File: src/rtl/lfsr_pkg.sv
// Shared constants for the LFSR generator family.
//   TAPS_4 / SEED_4   : maximal-length 4-bit polynomial (taps 3,2) and its default seed
//   TAPS_32 / SEED_32 : maximal-length 32-bit polynomial (taps 31,6,5,1) and its default seed
package lfsr_pkg;

  localparam logic [3:0]  TAPS_4  = 4'hC;
  localparam logic [31:0] TAPS_32 = 32'h8000_0062;
  localparam logic [3:0]  SEED_4  = 4'hF;
  localparam logic [31:0] SEED_32 = 32'hFFFF_FFFF;

endpackage

File: src/rtl/m_lfsr_step.sv
// One combinational Fibonacci LFSR step.
//   state      : current register value
//   state_next : value after one shift; feedback enters at bit 0
module m_lfsr_step
  import lfsr_pkg::*;
#(
  parameter int unsigned          WIDTH = 32,
  parameter logic [WIDTH-1:0]     TAPS  = WIDTH'(TAPS_32)
) (
  input  logic [WIDTH-1:0] state,
  output logic [WIDTH-1:0] state_next
);

  logic fb;

  assign fb         = ^(state & TAPS);
  assign state_next = {state[WIDTH-2:0], fb};

endmodule

File: src/rtl/m_lfsr_prng.sv
// Parametrised Fibonacci LFSR pseudo-random generator with a valid/ready
// output beat of OUT_W bits, runtime seed load, zero-state recovery and a
// beat counter.
//   clk, rst   : clock, synchronous active-high reset
//   i_en       : generation enable
//   i_ready    : consumer takes o_data this cycle
//   i_seed_we  : load i_seed this cycle (zero seed is replaced by SEED)
//   i_seed     : new seed value
//   o_data     : current beat, oldest generated bit in the MSB
//   o_valid    : o_data holds an unconsumed beat
//   o_lockup   : one-cycle pulse when a zero state was replaced by SEED
//   o_state    : LFSR register (debug)
//   o_count    : beats produced since reset / last seed load, wrapping
module m_lfsr_prng
  import lfsr_pkg::*;
#(
  parameter int unsigned      WIDTH = 32,
  parameter logic [WIDTH-1:0] TAPS  = WIDTH'(TAPS_32),
  parameter logic [WIDTH-1:0] SEED  = WIDTH'(SEED_32),
  parameter int unsigned      OUT_W = 1,
  parameter int unsigned      CNT_W = 16
) (
  input  logic             clk,
  input  logic             rst,
  input  logic             i_en,
  input  logic             i_ready,
  input  logic             i_seed_we,
  input  logic [WIDTH-1:0] i_seed,
  output logic [OUT_W-1:0] o_data,
  output logic             o_valid,
  output logic             o_lockup,
  output logic [WIDTH-1:0] o_state,
  output logic [CNT_W-1:0] o_count
);

  // Parameter sanity, caught at elaboration.
  if (WIDTH < 2) begin : g_chk_width
    $error("m_lfsr_prng: WIDTH must be >= 2");
  end
  if (OUT_W < 1 || OUT_W > WIDTH) begin : g_chk_outw
    $error("m_lfsr_prng: OUT_W must be in 1..WIDTH");
  end
  if (SEED == '0) begin : g_chk_seed
    $error("m_lfsr_prng: SEED must be nonzero");
  end

  logic [WIDTH-1:0] state;
  logic [OUT_W-1:0] data;
  logic             valid;
  logic             lockup;
  logic [CNT_W-1:0] count;

  // Chain of OUT_W single steps; chain[OUT_W] is the state after a full beat.
  logic [OUT_W:0][WIDTH-1:0] chain;
  logic [WIDTH-1:0]          beat;

  assign chain[0] = state;

  for (genvar k = 0; k < OUT_W; k++) begin : g_step
    m_lfsr_step #(
      .WIDTH (WIDTH),
      .TAPS  (TAPS)
    ) u_step (
      .state      (chain[k]),
      .state_next (chain[k+1])
    );
  end

  assign beat = chain[OUT_W];

  logic zero_state;
  logic advance;
  logic drain;

  assign zero_state = (state == '0);
  assign advance    = i_en && (!valid || i_ready);
  assign drain      = valid && i_ready;

  always_ff @(posedge clk) begin
    if (rst) begin
      state  <= SEED;
      data   <= '0;
      valid  <= 1'b0;
      lockup <= 1'b0;
      count  <= '0;
    end else begin
      lockup <= 1'b0;
      if (i_seed_we) begin
        // Load discards any pending beat; o_data keeps its stale value
        // but is not valid.
        valid <= 1'b0;
        count <= '0;
        if (i_seed == '0) begin
          state  <= SEED;
          lockup <= 1'b1;
        end else begin
          state <= i_seed;
        end
      end else if (zero_state) begin
        // Recovery costs one cycle; the output side may still drain.
        state  <= SEED;
        lockup <= 1'b1;
        if (drain) valid <= 1'b0;
      end else if (advance) begin
        state <= beat;
        data  <= beat[OUT_W-1:0];
        valid <= 1'b1;
        count <= count + CNT_W'(1);
      end else if (drain) begin
        valid <= 1'b0;
      end
    end
  end

  assign o_state  = state;
  assign o_data   = data;
  assign o_valid  = valid;
  assign o_lockup = lockup;
  assign o_count  = count;

endmodule
File: config.mk
export PLATFORM = sky130hd
export DESIGN_NAME = m_lfsr_prng
export DESIGN_NICKNAME = d
export VERILOG_FILES = /design/src/rtl/lfsr_pkg.sv /design/src/rtl/m_lfsr_step.sv /design/src/rtl/m_lfsr_prng.sv
export SDC_FILE = /design/constraint.sdc
export NUM_CORES = 1
export LEC_CHECK = 0
export ABC_AREA = 1
export CORE_MARGIN = 3
export CORE_UTILIZATION = 35
export DETAILED_ROUTE_END_ITERATION = 6
export GPL_ROUTABILITY_DRIVEN = 0
export PLACE_DENSITY = 0.57
export RECOVER_POWER = 25
export SLEW_MARGIN = 10
export SYNTH_ARGS = -nofsm -noshare
export SYNTH_HDL_FRONTEND = slang
export SYNTH_SLANG_ARGS = --single-unit
File: constraint.sdc
create_clock -name clk -period 2.1 [get_ports clk]
set_clock_uncertainty 0.2 [all_clocks]
set_input_delay 0.315 -clock clk [delete_from_list [all_inputs] [get_ports clk]]
set_output_delay 0.315 -clock clk [all_outputs]
set_load 0.1 [all_outputs]
==> impl_metrics.json, run 1 <==
{
  "status": "finished clean",
  "hold_viol": 0,
  "power_frac_comb_pct": 33.1,
  "viasPerCell": 4.75,
  "hpwl_um": 6610,
  "power_mw": 2.44,
  "fin_crit_sh_pct": 87.9,
  "intPower_mw": 1.47,
  "cts_tree": "built",
  "nNetsFinal": 659,
  "reg2reg_slack_ps": 250,
  "clkSlewWorstSetupHoldPaths_ps": 90,
  "setup_viol_count_final": 0,
  "syn_to_final_growth_pct": 30.4,
  "reg2regPathDepth": 9,
  "p_leak_nw": 2.02,
  "grt_start_max_net_pins": 40,
  "cts_hold_buf": 0,
  "fp.dieW_um": 101,
  "grt_pass1_vias": 3234,
  "power_density_nw_per_um2": 594,
  "max-clock-path-buffers": 2,
  "postLayoutCellArea_um2": 4110,
  "slew_headroom_pct": 63.0,
  "clockRootBuffer": "clkbuf_8",
  "ys_seq_area_share_pct": 32.4,
  "p_sw_mw": 0.973,
  "start_kind": "flip-flop",
  "ys_warn_count": 0,
  "synth-seq-cells": 51,
  "worstReg2RegEnd": "o_count[5]$_SDFFE_PP0P_",
  "grt_pass1_wl_um": 15200,
  "rsz0062_at_grt": "false",
  "fmax_ghz": 0.542,
  "post_cts_buffers": 0,
  "switching_share_pct": 39.8,
  "drc": 0,
  "seq_power_share_pct": 44.7,
  "core_um2": 8460,
  "vias": 3443,
  "dieArea_um2": 10200,
  "synth_cells": 540,
  "vdd_drop_max_mv": 0.233,
  "antenna_cells": 0,
  "fin_util_pct": 48.5,
  "layout_min_cycle_time_ps": 1850,
  "drive_gt1_share_pct": 18.9,
  "grt_usage_pct": 18.1,
  "stdcell_count": 725,
  "routed.top_layer": "met4",
  "crit_path_start": "o_state[10]$_SDFFE_PP1P_",
  "port_buffers": 87,
  "crit_arrival_ps": 1880,
  "critical_path_class": "reg2reg",
  "pin_count": 88,
  "htree_num_levels": 2,
  "reg2reg_from": "o_state[10]$_SDFFE_PP1P_",
  "numCtsBuffers": 5,
  "clock_power_share_pct": 22.2,
  "routed_wl_um": 9160,
  "endpoint": "o_count[5]$_SDFFE_PP0P_",
  "clock-sinks": 51,
  "placed_cells": 719,
  "worst_pin_slew_ps": 557,
  "synth.distinct_cells": 20,
  "start_util_pct": 37.2,
  "antenna_found_initial": 0,
  "wl_met3_um": 374,
  "drtAntennaViolNets": 0,
  "cts_resized": 0,
  "drt_iter0_drc": 119,
  "placed_area_um2": 4100,
  "syn_area_um2": 3150,
  "wl_met2_um": 4400,
  "firstDrtPassIters": 5,
  "synthesis.area_per_instance_um2": 5.84,
  "m1WireLength_um": 4310,
  "hp-class": "reg2reg",
  "die_h_um": 101,
  "num_rows": 33,
  "routedWlPerCell_um": 12.6,
  "drv_slew": 0,
  "worstPathMaxFanout": 17,
  "end_kind": "flip-flop",
  "grt-ovfl-total": 0,
  "synth_fp_nets": 578,
  "setup_tns_ps": 0,
  "critPathRequiredTime_ps": 2130,
  "clkLatencyLatePin_ps": 300,
  "drv_cap": 0
}
sequential cells by signal, summed over array words and instances (netlist names):
signal / flops
o_count: 16
o_data: 1
o_lockup: 1
o_state: 32
o_valid: 1
power groups by stage:
| stage | clock network [mW] | registers [mW] | logic, mW |
|---|---|---|---|
| floorplan | 0 | 1.46 | 0.244 |
| global placement | 0 | 1.11 | 0.829 |
| detailed placement | 0 | 1.11 | 0.834 |
| CTS | 0.569 | 1.09 | 0.836 |
| global route | 0.601 | 1.10 | 0.869 |
| finish | 0.542 | 1.09 | 0.809 |
final cells by class:
cell class | count | area (um^2)
Inverter | 67 | 251
Timing Repair Buffer | 97 | 843
Multi-Input combinational cell | 399 | 1740
Clock buffer | 6 | 72.6
Fill cell | 909 | 4360
Sequential cell | 51 | 1070
Tap cell | 105 | 131
synthesized netlist by cell type:
cell type | instances | share of area (%)
nand4_1 | 6 | 1.2
nand2_2 | 1 | 0.20
nor3_2 | 1 | 0.32
nor3_1 | 1 | 0.16
o21ai_0 | 4 | 0.64
xor2_1 | 6 | 1.7
clkbuf_1 | 7 | 0.83
dfxtp_1 | 51 | 32
buf_6 | 7 | 2.5
nor2_1 | 62 | 7.4
nor2_2 | 3 | 0.60
ha_1 | 1 | 0.40
buf_2 | 9 | 1.4
inv_1 | 65 | 7.7
a21oi_1 | 17 | 2.7
inv_2 | 2 | 0.24
nand2_1 | 204 | 24
nand3_1 | 89 | 14
nand2_4 | 1 | 0.36
xnor2_1 | 3 | 0.83
cells by family (layout without fill, tap and decap cells):
| kind of cell | count (synthesis) | in the layout | synth area share [%] |
|---|---|---|---|
| compound gates | 21 | 21 | 3.33 |
| xor+xnor | 9 | 9 | 2.50 |
| fa+ha+maj | 1 | 1 | 0.397 |
| buf+inv | 90 | 170 | 12.7 |
| flops | 51 | 51 | 32.4 |
| simple gates | 368 | 368 | 48.6 |
metal layers:
layer / vias to the layer above / global-route usage, %
met4: 0 / 4.50
met1: 1541 / 23.9
met2: 70 / 31.0
met3: 5 / 2.70
met5: - / 0
li1: 1827 / -
through the flow:
step,setup slack (ps),hold WS (ps)
floorplan,65.6,185
global placement,94.9,273
detailed placement,78.3,281
CTS,235,296
global route,33.9,321
finish,254,291
critical path, stage by stage, from the launching register on:
cell,delay (ps)
dfxtp_2,350
nor2_1,110
nand2_1,100
inv_1,60
nand2_1,50
nor2_1,170
nand2_2,260
nand2_4,270
nand2_1,70
a21oi_1,140
how the worst min path moves through the flow:
stage	start	end	slack, ps	depth (start not counted)
floorplan	rst	o_lockup$_SDFF_PP0_	180	1
detailed placement	o_valid$_SDFF_PP0_	o_valid$_SDFF_PP0_	280	2
global route	o_count[0]$_SDFFE_PP0P_	o_count[0]$_SDFFE_PP0P_	320	2
CTS	o_valid$_SDFF_PP0_	o_valid$_SDFF_PP0_	300	2
global placement	o_valid$_SDFF_PP0_	o_valid$_SDFF_PP0_	270	2
finish	o_valid$_SDFF_PP0_	o_valid$_SDFF_PP0_	290	2
cells in the final DEF, fill, tap and decap left out, types with 7 or more instances in the layout:
| cell | Yosys | final |
|---|---|---|
| buf_4 | 0 | 29 |
| nand3_1 | 89 | 89 |
| inv_1 | 65 | 65 |
| buf_12 | 0 | 7 |
| nand2_1 | 204 | 204 |
| a21oi_1 | 17 | 17 |
| nor2_1 | 62 | 61 |
| dfxtp_1 | 51 | 9 |
| clkbuf_2 | 0 | 25 |
| dfxtp_2 | 0 | 42 |
| clkdlybuf4s50_1 | 0 | 36 |
Note: power is estimated with default switching activity, not from simulation.
==> run 2, diff against run 1 <==
- clock period: 2.1 -> 2.15 ns (I/O delays scaled with it)
==> run 2 against run 1 <==
Compared with the run above: register-to-register slack improved by 80 ps; die area stayed put; global-route usage decreased by 0.12 points; worst hold slack worse by 0.51 ps; non-clock buffer count stayed put; final cell count is 0.28% higher; first-iteration DRC count is 2.5% higher; largest cell class unchanged.
==> impl_metrics.json, run 2 (same netlist as run 1, synthesis figures left out) <==
{
  "drc": 0,
  "post_cts_buffers": 0,
  "num_rows": 33,
  "rsz0062_at_grt": "false",
  "nNetsFinal": 659,
  "p_leak_nw": 2.04,
  "end_kind": "flip-flop",
  "grt_pass1_wl_um": 15100,
  "hp-class": "reg2reg",
  "cp_common_cell": "nand2_1",
  "cts_resized": 0,
  "postLayoutCellArea_um2": 4090,
  "met1_usage_pct": 24.0,
  "path_buf_inv": 1,
  "layout_min_cycle_time_ps": 1810,
  "clkLatencyLatePin_ps": 310,
  "clkSlewWorstSetupHoldPaths_ps": 100,
  "clockRootBuffer": "clkbuf_8",
  "placed_area_um2": 4050,
  "die_h_um": 101,
  "fillerInstances": 905,
  "antenna_found_initial": 0,
  "hpwl_um": 6680,
  "largest_reg_flops": 32,
  "drive_gt1_share_pct": 16.4,
  "critical_path.slowest_cell": "dfxtp_1",
  "power_density_nw_per_um2": 625,
  "crit_arrival_ps": 1860,
  "routedWlPerCell_um": 12.7,
  "viasPerCell": 4.86,
  "cp_cell_sequence": "nor2_1 > nand2_1 > inv_1 > nand2_1 > nor2_1 > nand2_2 > nand2_4 > nand2_1 > a21oi_1",
  "grt_pass1_vias": 3152,
  "fmax_ghz": 0.551,
  "start_kind": "flip-flop",
  "cpPeakStageDelay_ps": 370,
  "drt_iter0_drc": 122,
  "routed_wl_um": 9220,
  "drtAntennaViolNets": 0,
  "port_buffers": 87,
  "layout.cells.most_common": "nand2_1",
  "core_um2": 8460,
  "worstPathMaxFanout": 17,
  "most-common-layout-cells": "204 x nand2_1, 89 x nand3_1, 65 x inv_1, 61 x nor2_1, 36 x clkdlybuf4s50_1",
  "vdd_drop_max_mv": 0.381,
  "grt-ovfl-total": 0,
  "path_delay_family": "simple AND/OR/NAND/NOR gates",
  "met3_usage_pct": 3.18,
  "cts_hold_buf": 0,
  "critPathRequiredTime_ps": 2190,
  "worst_pin_slew_ps": 555,
  "critical_path_class": "reg2reg",
  "numCtsBuffers": 5,
  "grt_usage_pct": 18.0,
  "clock-sinks": 51,
  "antenna_cells": 0,
  "firstDrtPassIters": 4,
  "grt_start_max_net_pins": 66,
  "htree_num_levels": 2,
  "max-clock-path-buffers": 2,
  "fin_crit_sh_pct": 84.4,
  "drv_slew": 0,
  "slew_headroom_pct": 63.1,
  "pin_count": 88,
  "setup_viol_count_final": 0,
  "cts_tree": "built",
  "fin_util_pct": 48.4,
  "setup_tns_ps": 0,
  "status": "finished clean",
  "vias": 3531,
  "dieArea_um2": 10200,
  "busiest_layer": "met2",
  "fp.dieW_um": 101,
  "grt_use_met2_pct": 30.2,
  "start_util_pct": 37.2,
  "hold_viol": 0,
  "reg2reg_slack_ps": 340,
  "drv_cap": 0,
  "syn_to_final_growth_pct": 29.9
}
## run 2: cell count changes in the layout (fill, tap and decap cells not counted)
| cell | delta |
|---|---|
| clkbuf_8 | +1 |
| clkbuf_1 | -1 |
| buf_4 | +3 |
| clkinv_2 | +1 |
| bufinv_16 | +1 |
| dfxtp_2 | -18 |
| buf_12 | -3 |
| dfxtp_1 | +18 |
## run 2: layout make-up
| cell class | count | area (um^2) | area share, % |
|---|---|---|---|
| clock buffers | 6 | 82.6 | 2.02 |
| clock inverters | 2 | 35.0 | 0.856 |
| well taps | 105 | 131 | 3.21 |
| flip-flops and latches | 51 | 1050 | 25.7 |
| repair buffers | 97 | 806 | 19.7 |
| inverters | 67 | 251 | 6.14 |
| multi-input cells | 399 | 1740 | 42.4 |
## run 2: path summary, 6_finish.rpt
path | cells past startpoint | startpoint | end
worst max-delay path | 9 | o_state[31]$_SDFFE_PP1P_ | o_count[4]$_SDFFE_PP0P_
worst min-delay path | 2 | o_valid$_SDFF_PP0_ | o_valid$_SDFF_PP0_
worst min register to register | 2 | o_valid$_SDFF_PP0_ | o_valid$_SDFF_PP0_
worst max register to register | 9 | o_state[31]$_SDFFE_PP1P_ | o_count[4]$_SDFFE_PP0P_
## run 2: worst reg2reg max path: stages (launching register included)
cell,delay [ps]
dfxtp_1,370
nor2_1,100
nand2_1,70
inv_1,50
nand2_1,60
nor2_1,170
nand2_2,250
nand2_4,270
nand2_1,70
a21oi_1,140
## run 2: where the power goes
part | internal (mW) | leakage [nW] | switching [mW] | total (mW)
Clock | 0.377 | 0.0612 | 0.335 | 0.712
Sequential | 1.00 | 0.415 | 0.0597 | 1.06
Combinational | 0.206 | 1.56 | 0.579 | 0.785
Total | 1.58 | 2.04 | 0.973 | 2.56
## run 2: metrics by stage
step	hold WS [ps]	setup slack, ps	instances	power [mW]
finish	290	335	727	2.56
global route	317	129	727	2.68
CTS	295	275	727	2.61
detailed placement	280	110	719	1.89
global placement	272	117	719	1.89
floorplan	192	0.466	540	1.66
## run 2: routing by layer
layer,wire (um),vias to the layer above,part of all wire (%)
met5,0,-,0
met3,496,8,5.4
met4,80,0,0.87
li1,-,1836,-
met2,4390,93,48
met1,4250,1594,46
==> run 3, diff against run 2 <==
- PLACE_DENSITY: 0.57 -> 0.6
- clock period: 2.15 -> 1.6 ns (I/O delays scaled with it)
==> run 3 against run 2 <==
Compared with the run above: the run now ends with setup timing left; maximum frequency up 9.9%; first-iteration DRC count down 12%; sequential power up 29%; critical endpoint is now o_count[12]$_SDFFE_PP0P_.
==> impl_metrics.json, run 3 (same netlist as run 1, synthesis figures left out) <==
{
  "status": "finished, violations left",
  "violations": "setup timing",
  "drc": 0,
  "grt_pass1_wl_um": 15500,
  "fmax_ghz": 0.606,
  "fin_crit_sh_pct": 103,
  "grt_use_met2_pct": 30.5,
  "clockRootBuffer": "clkbuf_8",
  "max-clock-path-buffers": 2,
  "postLayoutCellArea_um2": 5720,
  "grt_usage_pct": 18.7,
  "start_util_pct": 37.2,
  "critical_path_class": "reg2reg",
  "crit_arrival_ps": 1690,
  "clock-sinks": 51,
  "viasPerCell": 4.83,
  "vias": 3778,
  "placed_area_um2": 5230,
  "worst_pin_slew_ps": 716,
  "layout.cells.most_common": "nand2_1",
  "core_um2": 8460,
  "nNetsFinal": 714,
  "clkSlewWorstSetupHoldPaths_ps": 110,
  "drtAntennaViolNets": 0,
  "die_h_um": 101,
  "slew_headroom_pct": 52.2,
  "numCtsBuffers": 5,
  "hp-class": "in2reg",
  "placed_cells": 764,
  "num_rows": 33,
  "setup_tns_ps": -461,
  "path_buf_inv": 0,
  "critical_path.slowest_cell": "dfxtp_4",
  "drv_slew": 0,
  "pin_count": 88,
  "drive_gt1_share_pct": 39.0,
  "antenna_found_initial": 0,
  "cts_tree": "built",
  "syn_to_final_growth_pct": 81.4,
  "rsz0062_at_grt": "true",
  "power_mw": 3.91,
  "worst_slack_ps": -50.5,
  "busiest_layer": "met2",
  "fillerInstances": 731,
  "routed_wl_um": 10400,
  "firstDrtPassIters": 6,
  "critPathRequiredTime_ps": 1640,
  "power_density_nw_per_um2": 684,
  "stdcell_count": 782,
  "layout_min_cycle_time_ps": 1650,
  "dp_slack_ps": -366,
  "hpwl_um": 7340,
  "grt_pass1_vias": 3405,
  "cts_hold_buf": 0,
  "hold_ws_ps": 48.5,
  "vdd_drop_max_mv": 0.542,
  "antenna_cells": 0,
  "port_buffers": 87,
  "end_kind": "flip-flop",
  "cp.depth": 7,
  "drt_iter0_drc": 107,
  "start_kind": "flip-flop",
  "most-common-layout-cells": "188 x nand2_1, 70 x nand3_1, 57 x inv_1, 53 x buf_4, 48 x dfxtp_4",
  "cp_cell_sequence": "nor2_4 > nand4_1 > nor2_2 > nand2_4 > nand2_8 > nand2_1 > a21oi_2",
  "cpPeakStageDelay_ps": 360,
  "drv_cap": 0,
  "grt-ovfl-total": 0,
  "path_delay_family": "simple AND/OR/NAND/NOR gates",
  "p_leak_nw": 2.87,
  "dieArea_um2": 10200,
  "worstPathMaxFanout": 8,
  "setup_viol_count_final": 14,
  "grt_start_max_net_pins": 34,
  "met3_usage_pct": 3.53,
  "largest_reg_flops": 32,
  "met1_usage_pct": 25.4,
  "clkLatencyLatePin_ps": 310,
  "routedWlPerCell_um": 13.3,
  "htree_num_levels": 2,
  "holdPathStages": 5,
  "hold_viol": 0,
  "reg2regPathDepth": 7,
  "fin_util_pct": 67.6,
  "fp.dieW_um": 101
}
[run 3: cell types whose count changed in the layout (fill, tap and decap cells not counted), moves of 23 or more]
| cell | delta |
|---|---|
| dfxtp_4 | +48 |
| dfxtp_2 | -23 |
| clkbuf_2 | -25 |
| nor2_1 | -27 |
| buf_12 | +40 |
| clkdlybuf4s50_1 | -32 |
| dfxtp_1 | -25 |
| dlymetal6s2s_1 | +30 |
[run 3: layout make-up]
class | instances | area [um^2] | share of cell area (%)
Inverter | 67 | 254 | 4.44
Tap cell | 105 | 131 | 2.30
Clock buffer | 6 | 72.6 | 1.27
Multi-Input combinational cell | 401 | 2130 | 37.2
Sequential cell | 51 | 1200 | 21.0
Timing Repair Buffer | 150 | 1870 | 32.7
Clock inverter | 2 | 60.1 | 1.05
[run 3: worst paths after layout]
| kind | from | endpoint | slack (ps) |
|---|---|---|---|
| setup / recovery | o_state[25]$_SDFFE_PP1P_ | o_count[12]$_SDFFE_PP0P_ | -50 |
| hold / removal | i_seed[1] | o_state[1]$_SDFFE_PP1P_ | 50 |
| setup reg to reg | o_state[25]$_SDFFE_PP1P_ | o_count[12]$_SDFFE_PP0P_ | -50 |
| hold reg to reg | o_count[13]$_SDFFE_PP0P_ | o_count[13]$_SDFFE_PP0P_ | 320 |
[run 3: routing by layer]
layer | part of all wire, % | up-vias | routed length [um]
li1 | - | 1951 | -
met1 | 45 | 1690 | 4670
met2 | 48 | 116 | 4940
met3 | 5.8 | 21 | 605
met4 | 1.5 | 0 | 153
met5 | 0 | - | 0
[run 3: report_power, final]
part	switching, mW	leakage [nW]	internal [mW]
Sequential	0.0719	0.435	1.30
Clock	0.464	0.0654	0.626
Combinational	0.892	2.37	0.555
Total	1.43	2.87	2.48
[run 3: tightest hold or removal path: cells and delay by family]
kind          cells  cell delay, ps
buf+inv           2             140
simple gates      3             150
[run 3: timing repair]
action / CTS / global route
hold endpoints to repair: 0 / 0
cloned: 1 / 3
pin swaps: 3 / 32
gates resized for setup: 25 / 101
setup buffers: 0 / 6
endpoints found under the setup margin: 41 / 51
